==> src/rtl/serial_slice_adder_pkg.sv <==
// Shared types and helpers for the serial slice adder.
// Holds the controller state encoding and the slice-count helper.
package adder_pkg;

   typedef enum logic [1:0] {S_IDLE, S_RUN, S_DONE} adder_state_e;

   // Number of RUN cycles needed to cover the operand; a zero slice yields 1
   // so the caller's elaboration check can report the problem cleanly.
   function automatic int slice_count(input int width, input int slice);
      return (slice > 0) ? width / slice : 1;
   endfunction

endpackage

==> src/rtl/slice_adder.sv <==
// Combinational SLICE-bit ripple adder built from full-adder cells.
// The top module reuses one instance for every slice of an addition.
module slice_adder #(
   parameter int SLICE = 1
) (
   input  logic [SLICE-1:0] x,
   input  logic [SLICE-1:0] y,
   input  logic             ci,
   output logic [SLICE-1:0] s,
   output logic             co
);

   logic [SLICE:0] c;

   assign c[0] = ci;

   for (genvar i = 0; i < SLICE; i++) begin : g_fa
      assign s[i]   = x[i] ^ y[i] ^ c[i];
      assign c[i+1] = (x[i] & y[i]) | (c[i] & (x[i] ^ y[i]));
   end

   assign co = c[SLICE];

endmodule

==> src/rtl/serial_slice_adder.sv <==
// Multi-cycle adder: WIDTH-bit operands summed SLICE bits per clock through a carry register.
// Define SERIAL_ADDER_SUB_EN to add a 'sub' port that turns the block into A-B.
module serial_slice_adder
   import adder_pkg::*;
#(
   parameter int WIDTH = 4,
   parameter int SLICE = 1
) (
   input  logic             clk,
   input  logic             reset,
   input  logic             start,
   input  logic [WIDTH-1:0] a,
   input  logic [WIDTH-1:0] b,
   input  logic             cin,
`ifdef SERIAL_ADDER_SUB_EN
   input  logic             sub,
`endif
   output logic             ready,
   output logic             busy,
   output logic             done,
   output logic             result_valid,
   output logic [WIDTH:0]   sum,
   output logic             cout,
   output logic             ovf
);

   localparam int NSL = slice_count(WIDTH, SLICE);
   localparam int CW  = (NSL > 1) ? $clog2(NSL) : 1;
   localparam logic [CW-1:0] LAST = CW'(NSL - 1);

   if (SLICE < 1 || SLICE > WIDTH || (WIDTH % SLICE) != 0) begin : g_bad_cfg
      $error("serial_slice_adder: WIDTH=%0d must be a positive multiple of SLICE=%0d",
             WIDTH, SLICE);
   end

   // Effective B operand and carry-in; subtraction is A + ~B + 1.
   logic [WIDTH-1:0] b_eff;
   logic             cin_eff;
`ifdef SERIAL_ADDER_SUB_EN
   assign b_eff   = sub ? ~b : b;
   assign cin_eff = sub ? 1'b1 : cin;
`else
   assign b_eff   = b;
   assign cin_eff = cin;
`endif

   adder_state_e     state;
   logic [WIDTH-1:0] a_r;
   logic [WIDTH-1:0] b_r;
   logic [WIDTH-1:0] acc;
   logic             carry;
   logic [CW-1:0]    cnt;

   logic [SLICE-1:0] x_sl, y_sl, s_sl;
   logic             co_sl;
   int               lo;

   always_comb begin
      lo   = int'(cnt) * SLICE;
      x_sl = a_r[lo +: SLICE];
      y_sl = b_r[lo +: SLICE];
   end

   slice_adder #(.SLICE(SLICE)) u_slice (
      .x  (x_sl),
      .y  (y_sl),
      .ci (carry),
      .s  (s_sl),
      .co (co_sl)
   );

   always_ff @(posedge clk) begin
      if (reset) begin
         state        <= S_IDLE;
         a_r          <= '0;
         b_r          <= '0;
         acc          <= '0;
         carry        <= 1'b0;
         cnt          <= '0;
         ready        <= 1'b1;
         busy         <= 1'b0;
         done         <= 1'b0;
         result_valid <= 1'b0;
         sum          <= '0;
         cout         <= 1'b0;
         ovf          <= 1'b0;
      end else begin
         done <= 1'b0;
         case (state)
            S_IDLE: begin
               if (start) begin
                  a_r          <= a;
                  b_r          <= b_eff;
                  carry        <= cin_eff;
                  cnt          <= '0;
                  result_valid <= 1'b0;
                  ready        <= 1'b0;
                  busy         <= 1'b1;
                  state        <= S_RUN;
               end
            end
            S_RUN: begin
               acc[lo +: SLICE] <= s_sl;
               carry            <= co_sl;
               cnt              <= cnt + 1'b1;
               if (cnt == LAST) begin
                  cnt   <= '0;
                  busy  <= 1'b0;
                  state <= S_DONE;
               end
            end
            S_DONE: begin
               // Overflow: like-signed operands producing an opposite-signed sum.
               sum          <= {carry, acc};
               cout         <= carry;
               ovf          <= (a_r[WIDTH-1] == b_r[WIDTH-1]) && (acc[WIDTH-1] != a_r[WIDTH-1]);
               done         <= 1'b1;
               result_valid <= 1'b1;
               ready        <= 1'b1;
               state        <= S_IDLE;
            end
            default: begin
               ready <= 1'b1;
               busy  <= 1'b0;
               state <= S_IDLE;
            end
         endcase
      end
   end

endmodule

==> config.mk <==
export PLATFORM = sky130hd
export DESIGN_NAME = serial_slice_adder
export DESIGN_NICKNAME = d
export VERILOG_FILES = /design/src/rtl/serial_slice_adder_pkg.sv /design/src/rtl/slice_adder.sv /design/src/rtl/serial_slice_adder.sv
export SDC_FILE = /design/constraint.sdc
export NUM_CORES = 1
export LEC_CHECK = 0
export ABC_AREA = 0
export CAP_MARGIN = 20
export CORE_MARGIN = 4
export CORE_UTILIZATION = 57
export CTS_BUF_LIST = sky130_fd_sc_hd__clkbuf_8
export DETAILED_ROUTE_END_ITERATION = 16
export GPL_TIMING_DRIVEN = 0
export PLACE_DENSITY = 0.89
export SYNTH_ARGS = -nofsm -noshare
export SYNTH_HDL_FRONTEND = slang
export SYNTH_SLANG_ARGS = --single-unit
==> constraint.sdc <==
create_clock -name clk -period 6.5 [get_ports clk]
set_input_delay 0.975 -clock clk [delete_from_list [all_inputs] [get_ports clk]]
set_output_delay 0.975 -clock clk [all_outputs]
set_load 0.02 [all_outputs]
==> results of run 1 <==
[cell type report]
type,instances,area [um^2]
inverters,10,37.5
plain buffers,9,55.1
flip-flops and latches,27,541
multi-input cells,96,592
fillers,146,484
repair buffers,21,210
clock buffers,3,41.3
well taps,27,33.8
clock inverters,1,7.51
[worst register-to-register path, delay by kind of cell, from the launching register on]
kind	cells	cell delay [ps]
AO/OA/AOI/OAI	1	150
adder cells (fa/ha/maj)	1	450
buffers and inverters	2	310
flip-flops	1	400
multiplexers	1	520
AND/OR/NAND/NOR	2	460
[logic make-up after synthesis]
| kind of cell | share of synthesized area (%) |
|---|---|
| AND/OR/NAND/NOR | 22.9 |
| AO/OA/AOI/OAI | 15.0 |
| flip-flops | 44.1 |
| buffers and inverters | 7.56 |
| adder cells (fa/ha/maj) | 6.74 |
| multiplexers | 3.68 |
[registers in the layout, summed over array words and instances, names as in the netlist]
| register | count |
|---|---|
| done | 1 |
| result_valid | 1 |
| state | 2 |
| busy | 1 |
| cnt | 2 |
| b_r | 4 |
| ready | 1 |
| carry | 1 |
| a_r | 4 |
| acc | 4 |
| ovf | 1 |
| sum | 5 |
[per-stage QoR]
step | cell area (um^2) | utilization (%) | power, mW | hold WS [ps]
6_report | 1520 | 75.8 | 0.319 | 461
5_1_grt | 1520 | 75.8 | 0.333 | 489
4_1_cts | 1520 | 75.8 | 0.322 | 465
3_5_place_dp | 1470 | 73.4 | 0.228 | 452
3_3_place_gp | 1470 | 73.4 | 0.225 | 437
2_1_floorplan | 1220 | - | 0.211 | 428
[cells in the final DEF (no fill, tap or decap), types with 3 or more instances in the layout]
cell type         n
nand2_1          27
dfxtp_1          27
clkbuf_8          3
a21oi_1          21
clkdlybuf4s50_1  21
nor2_1            7
clkbuf_1          4
o21ai_0           6
inv_1            10
ha_1              5
nor2b_1           4
nand3_1           3
[metal layers]
metal  track usage (%)  up-vias  part of all wire [%]
met5                 0        -                     0
met4              8.71        0                   1.5
met3              4.36        5                   4.5
met2              33.7       25                    52
met1              22.7      503                    42
li1                  -      523                     -
[power groups by stage]
| stage | Sequential [mW] | Clock, mW | Combinational (mW) |
|---|---|---|---|
| floorplan | 0.180 | 0 | 0.0303 |
| global placement | 0.180 | 0 | 0.0449 |
| detailed placement | 0.180 | 0 | 0.0470 |
| CTS | 0.177 | 0.0977 | 0.0474 |
| global route | 0.177 | 0.103 | 0.0526 |
| finish | 0.177 | 0.0950 | 0.0473 |
[worst max path at each step]
stage / to
global placement: result_valid$_SDFFE_PP0P_
CTS: acc[2]$_SDFFE_PP0P_
detailed placement: a_r[3]$_SDFFE_PP0P_
global route: acc[1]$_SDFFE_PP0P_
finish: acc[2]$_SDFFE_PP0P_
floorplan: acc[3]$_SDFFE_PP0P_
==> out/results.ini, run 1 <==
[outcome]
status = completed

[synthesis]
synth_ff_type = dfxtp_1
synth_top_area_share_pct = 44.1
yosysSeqAreaShare_pct = 44.1
syn-num-nets = 160
syn_avg_cell_area_um2 = 8.63
synth_edf_count = 0
ys_types = 30
async_flop_share_pct = 0
syn_area_um2 = 1220
synth_area_leaders = dfxtp_1, a21oi_1, nand2_1
yosys_warnings = 0
ys_seq_elements = 27
yosys.area.top_type = dfxtp_1
synth_cells = 142
synthTopCellsByCount = dfxtp_1, nand2_1, a21oi_1

[worst_setup_path]
worstPathMaxFanout = 8
cp_data_arrival_time_ps = 2550
critPathLaunchType = flop
r2r-end = acc[2]$_SDFFE_PP0P_
worst-path-buf-inv = 2
ff2ff_setup_slack_ps = 4150
critical_path_class = reg2reg
reg2regPathDepth = 7
crit_path_start = cnt[0]$_SDFFE_PP0P_
crit_path_cell_trace = buf_2 > mux4_2 > inv_1 > fa_1 > nor3b_1 > nand4_1 > a21oi_1
cp_slowest_cell = mux4_2
critPathTopFamily = multiplexers
r2r_start = cnt[0]$_SDFFE_PP0P_
cp.required_ps = 6700
end_kind = flop
cp.depth = 7
max_stage_delay_ps = 520

[grt]
grt_max_degree = 17
gr-total-overflow = 0
grt_usage_pct = 19.4
grt_pass1_vias = 997
grt_pass1_wl_um = 4200
antenna_found_initial = 0

[die]
row_count = 16
core_area_um2 = 2000
fp.dieArea_um2 = 2950
io-pin-count = 23
initial_core_util_pct = 61.2
die_h_um = 54.4
dieWidth_um = 54.4

[routing]
routed_wl_um = 2500
ant_nets = 0
avgRoutedWirePerCell_um = 12.9
viasPerCell = 5.44
first_pass_iters = 4
drt_iter0_drc = 9
vias = 1056
drc = 0

[flow_run]
cap_violations = 0

[timing]
max_freq_mhz = 426
finalCriticalPeriod_ps = 2350
grt_setup_unrepaired = no
drv_slew = 0
tightest_slew_ps = 545
finalCritPeriodShare_pct = 36.2
finalSetupViolations = 0
fin_tns_setup_ps = 0
hold_viol_final = 0
fin_skew_ps = 3.50
worst_slack_ps = 4150
maxSlewHeadroom_pct = 63.5

[clock_network]
cts-buffers-inserted = 3
insertion_delay_ps = 270
cts_tree = yes
cts_max_level = 1
clock_path_buffers = 2
cts.sinks = 27
cts_setup_buffers = 0
clkSlewWorstSetupHoldPaths_ps = 90
hold_buffers = 0
root_buffer = clkbuf_8
cts_resized = 0

[placed_design]
place_ws_ps = 4120
portBuffers = 21
dp.final_hpwl_um = 1930
dp_cells = 190
gp_congestion = 0.842

[worst_hold_path]
hold_class = reg2reg
hp-start = acc[0]$_SDFFE_PP0P_
whs_endpoint = sum[0]$_SDFFE_PP0P_
min_path_cells = 2

[power]
p_leak_nw = 0.562
ir_worst_vdd_v = 0.000168
p_int_mw = 0.238
power.switching_mw = 0.0804
p_seq_share_pct = 55.4
pwr-share-clk_pct = 29.8
p_per_area_nw_per_um2 = 210
swShare_pct = 25.2
combPwrFrac_pct = 14.8

[final_layout]
diodes = 0
layout.nets = 186
final-instance-count-excl-fill = 194
drive_gt1_share_pct = 9.58
area_growth_pct = 23.9

(Power assumes the default switching activity.)
==> run 2: changes to the inputs <==
Settings changed: CORE_UTILIZATION 57 to 53, PLACE_DENSITY 0.89 to 0.84.
Clock period 6.5 ns to 2.2 ns, I/O delays scaled along.
==> run 2 against run 1 <==
Net effect: combinational power rose to 3.3 times the previous value; register-to-register slack got worse by 4100 ps; clock-buffer cell count is the same; setup slack worse by 4100 ps; largest cell class unchanged; largest power group unchanged; highest routed layer unchanged.
==> out/results.ini, run 2 (synthesis results as in run 1) <==
[timing]
finalCriticalPeriod_ps = 2170
finalCritPeriodShare_pct = 98.5
drv_slew = 0
maxSlewHeadroom_pct = 66.2
fin_skew_ps = 3.54
finalSetupViolations = 0
grt_setup_unrepaired = yes
worst_slack_ps = 32.8
max_freq_mhz = 461
hold_viol_final = 0
timing.hold.ws_ps = 457
tightest_slew_ps = 505

[worst_setup_path]
reg2regPathDepth = 7
cp.required_ps = 2410
worst-path-buf-inv = 2
critPathTopFamily = multiplexers
crit_path_start = cnt[0]$_SDFFE_PP0P_
cp_slowest_cell = mux4_2
crit_path_cell_trace = buf_6 > mux4_2 > inv_2 > fa_2 > nor4b_4 > nand3_1 > a21oi_2
max_stage_delay_ps = 500
r2r_start = cnt[0]$_SDFFE_PP0P_
worstPathMaxFanout = 6
critPathLaunchType = flop
end_kind = flop
cp.depth = 7
ff2ff_setup_slack_ps = 30
cp_data_arrival_time_ps = 2380
critical_path_class = reg2reg

[die]
core_area_um2 = 2210
io-pin-count = 23
fp.dieArea_um2 = 3140
initial_core_util_pct = 55.4
dieWidth_um = 56.1
row_count = 17
die_h_um = 56.1

[final_layout]
layout.nets = 188
multiInputGateArea_um2 = 618
diodes = 0
regMostFlops = sum
largest_reg_flops = 5
final_common_cell = nand2_1
fin_area_um2 = 1570
final-instance-count-excl-fill = 197
area_growth_pct = 28.1
drive_gt1_share_pct = 14.8
layout_common_cells = nand2_1, dfxtp_1, clkdlybuf4s50_1
ff_latch_area_um2 = 546
nFillCells = 172

[power]
p_int_mw = 0.712
ir_worst_vdd_v = 0.000609
pwr-share-clk_pct = 28.8
p_seq_share_pct = 54.9
p_per_area_nw_per_um2 = 606
power.switching_mw = 0.239
swShare_pct = 25.2
combPwrFrac_pct = 16.4
p_leak_nw = 0.583

[grt]
antenna_found_initial = 0
grt_usage_pct = 17.4
grt_pass1_wl_um = 4400
grt_pass1_vias = 1019
gr-total-overflow = 0
grt_max_degree = 16

[clock_network]
cts.sinks = 27
cts_max_level = 1
cts_tree = yes
clock_path_buffers = 2
clkSlewWorstSetupHoldPaths_ps = 90
root_buffer = clkbuf_8
cts-buffers-inserted = 3
insertion_delay_ps = 270

[worst_hold_path]
hold_class = in2reg
min_path_cells = 2
hp-start = reset

[placed_design]
gp_congestion = 0.896
portBuffers = 21
dpl_cell_area_um2 = 1470
place_ws_ps = -118
dp_cells = 191
dp.final_hpwl_um = 1880

[routing]
viasPerCell = 5.31
vias = 1047
drc = 0
drt_iter0_drc = 17
ant_nets = 0
first_pass_iters = 4
avgRoutedWirePerCell_um = 13.2
routed_wl_um = 2600

[flow_run]
cap_violations = 0

[outcome]
status = completed

run 2: final timing paths:
kind / end
min reg2reg: sum[2]$_SDFFE_PP0P_
max reg2reg: acc[3]$_SDFFE_PP0P_
max: acc[3]$_SDFFE_PP0P_
min: a_r[1]$_SDFFE_PP0P_
run 2: layer usage:
layer | global-route usage [%] | vias up | part of all wire, %
li1 | - | 530 | -
met1 | 21.1 | 486 | 42
met2 | 29.2 | 24 | 52
met3 | 5.10 | 7 | 4.5
met4 | 5.76 | 0 | 1.5
met5 | 0 | - | 0
run 2: final cells by class:
cell class,instances,share of cell area [%]
multi-input combinational,96,39.4
sequential,27,34.8
clock inverter,1,0.319
timing repair buffer,23,14.4
tap,28,2.23
buffer,9,3.91
inverter,10,2.39
clock buffer,3,2.63
run 2: per-stage QoR:
stage                     utilization (%)  power, mW  setup TNS, ps
after global routing                 70.9       1.00          -38.5
after detailed placement             66.5      0.671           -253
after CTS                            69.3      0.947              0
final                                70.9      0.951              0
after global placement               66.5      0.664          -48.4
after floorplan                         -      0.623              0
run 2: power by group through the flow:
stage | registers [mW] | logic, mW | clock network (mW)
5_1_grt | 0.524 | 0.170 | 0.306
3_5_place_dp | 0.533 | 0.138 | 0
2_1_floorplan | 0.533 | 0.0896 | 0
6_report | 0.522 | 0.156 | 0.274
4_1_cts | 0.522 | 0.144 | 0.281
3_3_place_gp | 0.531 | 0.133 | 0
run 2: what timing repair did:
item / 4_1_cts / 5_1_grt
hold buffers: 0 / 0
endpoints found under the setup margin: 3 / 3
gates resized for setup: 5 / 6
pin swaps: 0 / 5
setup buffers: 0 / 2
run 2: worst register-to-register path: stages, from the launching register on:
cell and delay (ps):
dfxtp_4 380, buf_6 120, mux4_2 500, inv_2 70, fa_2 480, nor4b_4 310
nand3_1 120, a21oi_2 130
==> run 3: changes to the inputs <==
Settings changed: CELL_PAD_IN_SITES_DETAIL_PLACEMENT from default to 1, CELL_PAD_IN_SITES_GLOBAL_PLACEMENT from default to 1, CORE_UTILIZATION 53 to 37, CTS_BUF_LIST sky130_fd_sc_hd__clkbuf_8 to sky130_fd_sc_hd__clkbuf_16, PLACE_DENSITY 0.84 to 0.79.
==> run 3 against run 2 <==
Net effect: power grew 17%; hold slack got worse by 5.7 ps; first-iteration DRC count grew 18%; critical path depth unchanged; critical endpoint unchanged.
==> out/results.ini, run 3 (synthesis results as in run 1) <==
[worst_setup_path]
r2r_start = cnt[0]$_SDFFE_PP0P_
ff2ff_setup_slack_ps = 50
critPathLaunchType = flop
reg2regPathDepth = 7
cp_data_arrival_time_ps = 2350
cp.required_ps = 2400
critical_path_class = reg2reg
r2r-end = acc[3]$_SDFFE_PP0P_
end_kind = flop
worstPathMaxFanout = 5

[routing]
routed_wl_um = 3070
vias = 1055
first_pass_iters = 4
ant_nets = 0
avgRoutedWirePerCell_um = 14.4
drt_iter0_drc = 20
viasPerCell = 4.95
drc = 0

[power]
p_leak_nw = 0.594
p_per_area_nw_per_um2 = 687
p_int_mw = 0.833
p_seq_share_pct = 46.7
combPwrFrac_pct = 14.2
ir_worst_vdd_v = 0.000319
power.switching_mw = 0.283
pwr-share-clk_pct = 39.1
swShare_pct = 25.4

[final_layout]
fin_area_um2 = 1630
layout_common_cells = nand2_1, dfxtp_1, clkdlybuf4s50_1
diodes = 0
layout.nets = 188
final_common_cell = nand2_1
regMostFlops = sum
final-instance-count-excl-fill = 213
largest_reg_flops = 5
drive_gt1_share_pct = 14.8
final_core_util_pct = 52.4
area_growth_pct = 32.7

[timing]
hold_viol_final = 0
finalCriticalPeriod_ps = 2150
finalCritPeriodShare_pct = 97.9
timing.hold.ws_ps = 451
grt_setup_unrepaired = yes
finalSetupViolations = 0
drv_slew = 0
fin_skew_ps = 4.03
tightest_slew_ps = 537
max_freq_mhz = 465
maxSlewHeadroom_pct = 64.0

[grt]
grt_max_degree = 17
grt_pass1_vias = 1084
gr-total-overflow = 0
grt_usage_pct = 15.8
grt_pass1_wl_um = 5150
antenna_found_initial = 0

[clock_network]
hold_buffers = 0
root_buffer = clkbuf_16
insertion_delay_ps = 270
clkSlewWorstSetupHoldPaths_ps = 70
cts-buffers-inserted = 3
cts_tree = yes
clock_path_buffers = 2
cts.sinks = 27
cts_max_level = 1

[worst_hold_path]
whs_endpoint = state[0]$_SDFFE_PP0P_
hp-start = reset
hold_class = in2reg
min_path_cells = 2

[die]
core_area_um2 = 3100
fp.dieArea_um2 = 4290
die_h_um = 65.5
dieWidth_um = 65.5
row_count = 20
initial_core_util_pct = 39.5
io-pin-count = 23

[placed_design]
dp_cells = 207
dpl_cell_area_um2 = 1490
dp.final_hpwl_um = 2130
portBuffers = 21
gp_congestion = 0.743

[outcome]
status = completed

[flow_run]
cap_violations = 0

-- run 3: worst max-delay path by stage --
stage / start / cells past startpoint / end
floorplan: cnt[0]$_SDFFE_PP0P_ / 7 / acc[3]$_SDFFE_PP0P_
global placement: cnt[0]$_SDFFE_PP0P_ / 7 / acc[1]$_SDFFE_PP0P_
detailed placement: cnt[0]$_SDFFE_PP0P_ / 7 / acc[3]$_SDFFE_PP0P_
CTS: cnt[0]$_SDFFE_PP0P_ / 7 / acc[3]$_SDFFE_PP0P_
global route: cnt[0]$_SDFFE_PP0P_ / 7 / acc[3]$_SDFFE_PP0P_
finish: cnt[0]$_SDFFE_PP0P_ / 7 / acc[3]$_SDFFE_PP0P_
-- run 3: layer usage --
layer	wire length [um]	global-route usage (%)	part of all wire, %
met4	62	6.99	2.0
met5	0	0	0
met1	1300	18.0	42
met3	81	2.74	2.6
met2	1630	28.7	53
-- run 3: worst max-delay path: stages, from the launching register on --
cell	delay, ps
dfxtp_4	360
buf_6	110
mux4_2	490
inv_2	70
fa_2	480
nor4b_4	300
nand3_1	120
a21oi_2	150
-- run 3: area by class of cell --
type	count	area, um^2
Clock inverter	1	7.51
Multi-Input combinational cell	96	618
Sequential cell	27	546
Fill cell	386	1480
Inverter	10	37.5
Buffer	9	61.3
Timing Repair Buffer	23	225
Tap cell	44	55.1
Clock buffer	3	75.1
-- run 3: power by group through the flow --
stage / sequential, mW / clock (mW) / combinational [mW]
after floorplan: 0.533 / 0 / 0.0896
after global placement: 0.532 / 0 / 0.136
after detailed placement: 0.533 / 0 / 0.141
after CTS: 0.522 / 0.436 / 0.147
after global routing: 0.524 / 0.458 / 0.175
final: 0.521 / 0.437 / 0.158
-- run 3: metrics by stage --
step / setup TNS (ps) / total power [mW] / setup slack (ps)
2_1_floorplan: 0 / 0.623 / 105
3_3_place_gp: -122 / 0.668 / -44.3
3_5_place_dp: -294 / 0.675 / -137
4_1_cts: -11.5 / 1.11 / -11.5
5_1_grt: -38.6 / 1.16 / -26.3
6_report: 0 / 1.12 / 47.3
-- run 3: repair_timing --
item                                    CTS  global route
setup buffers                             0             2
resized for setup                         6             5
pin swaps                                 0             5
endpoints found under the setup margin    3             3
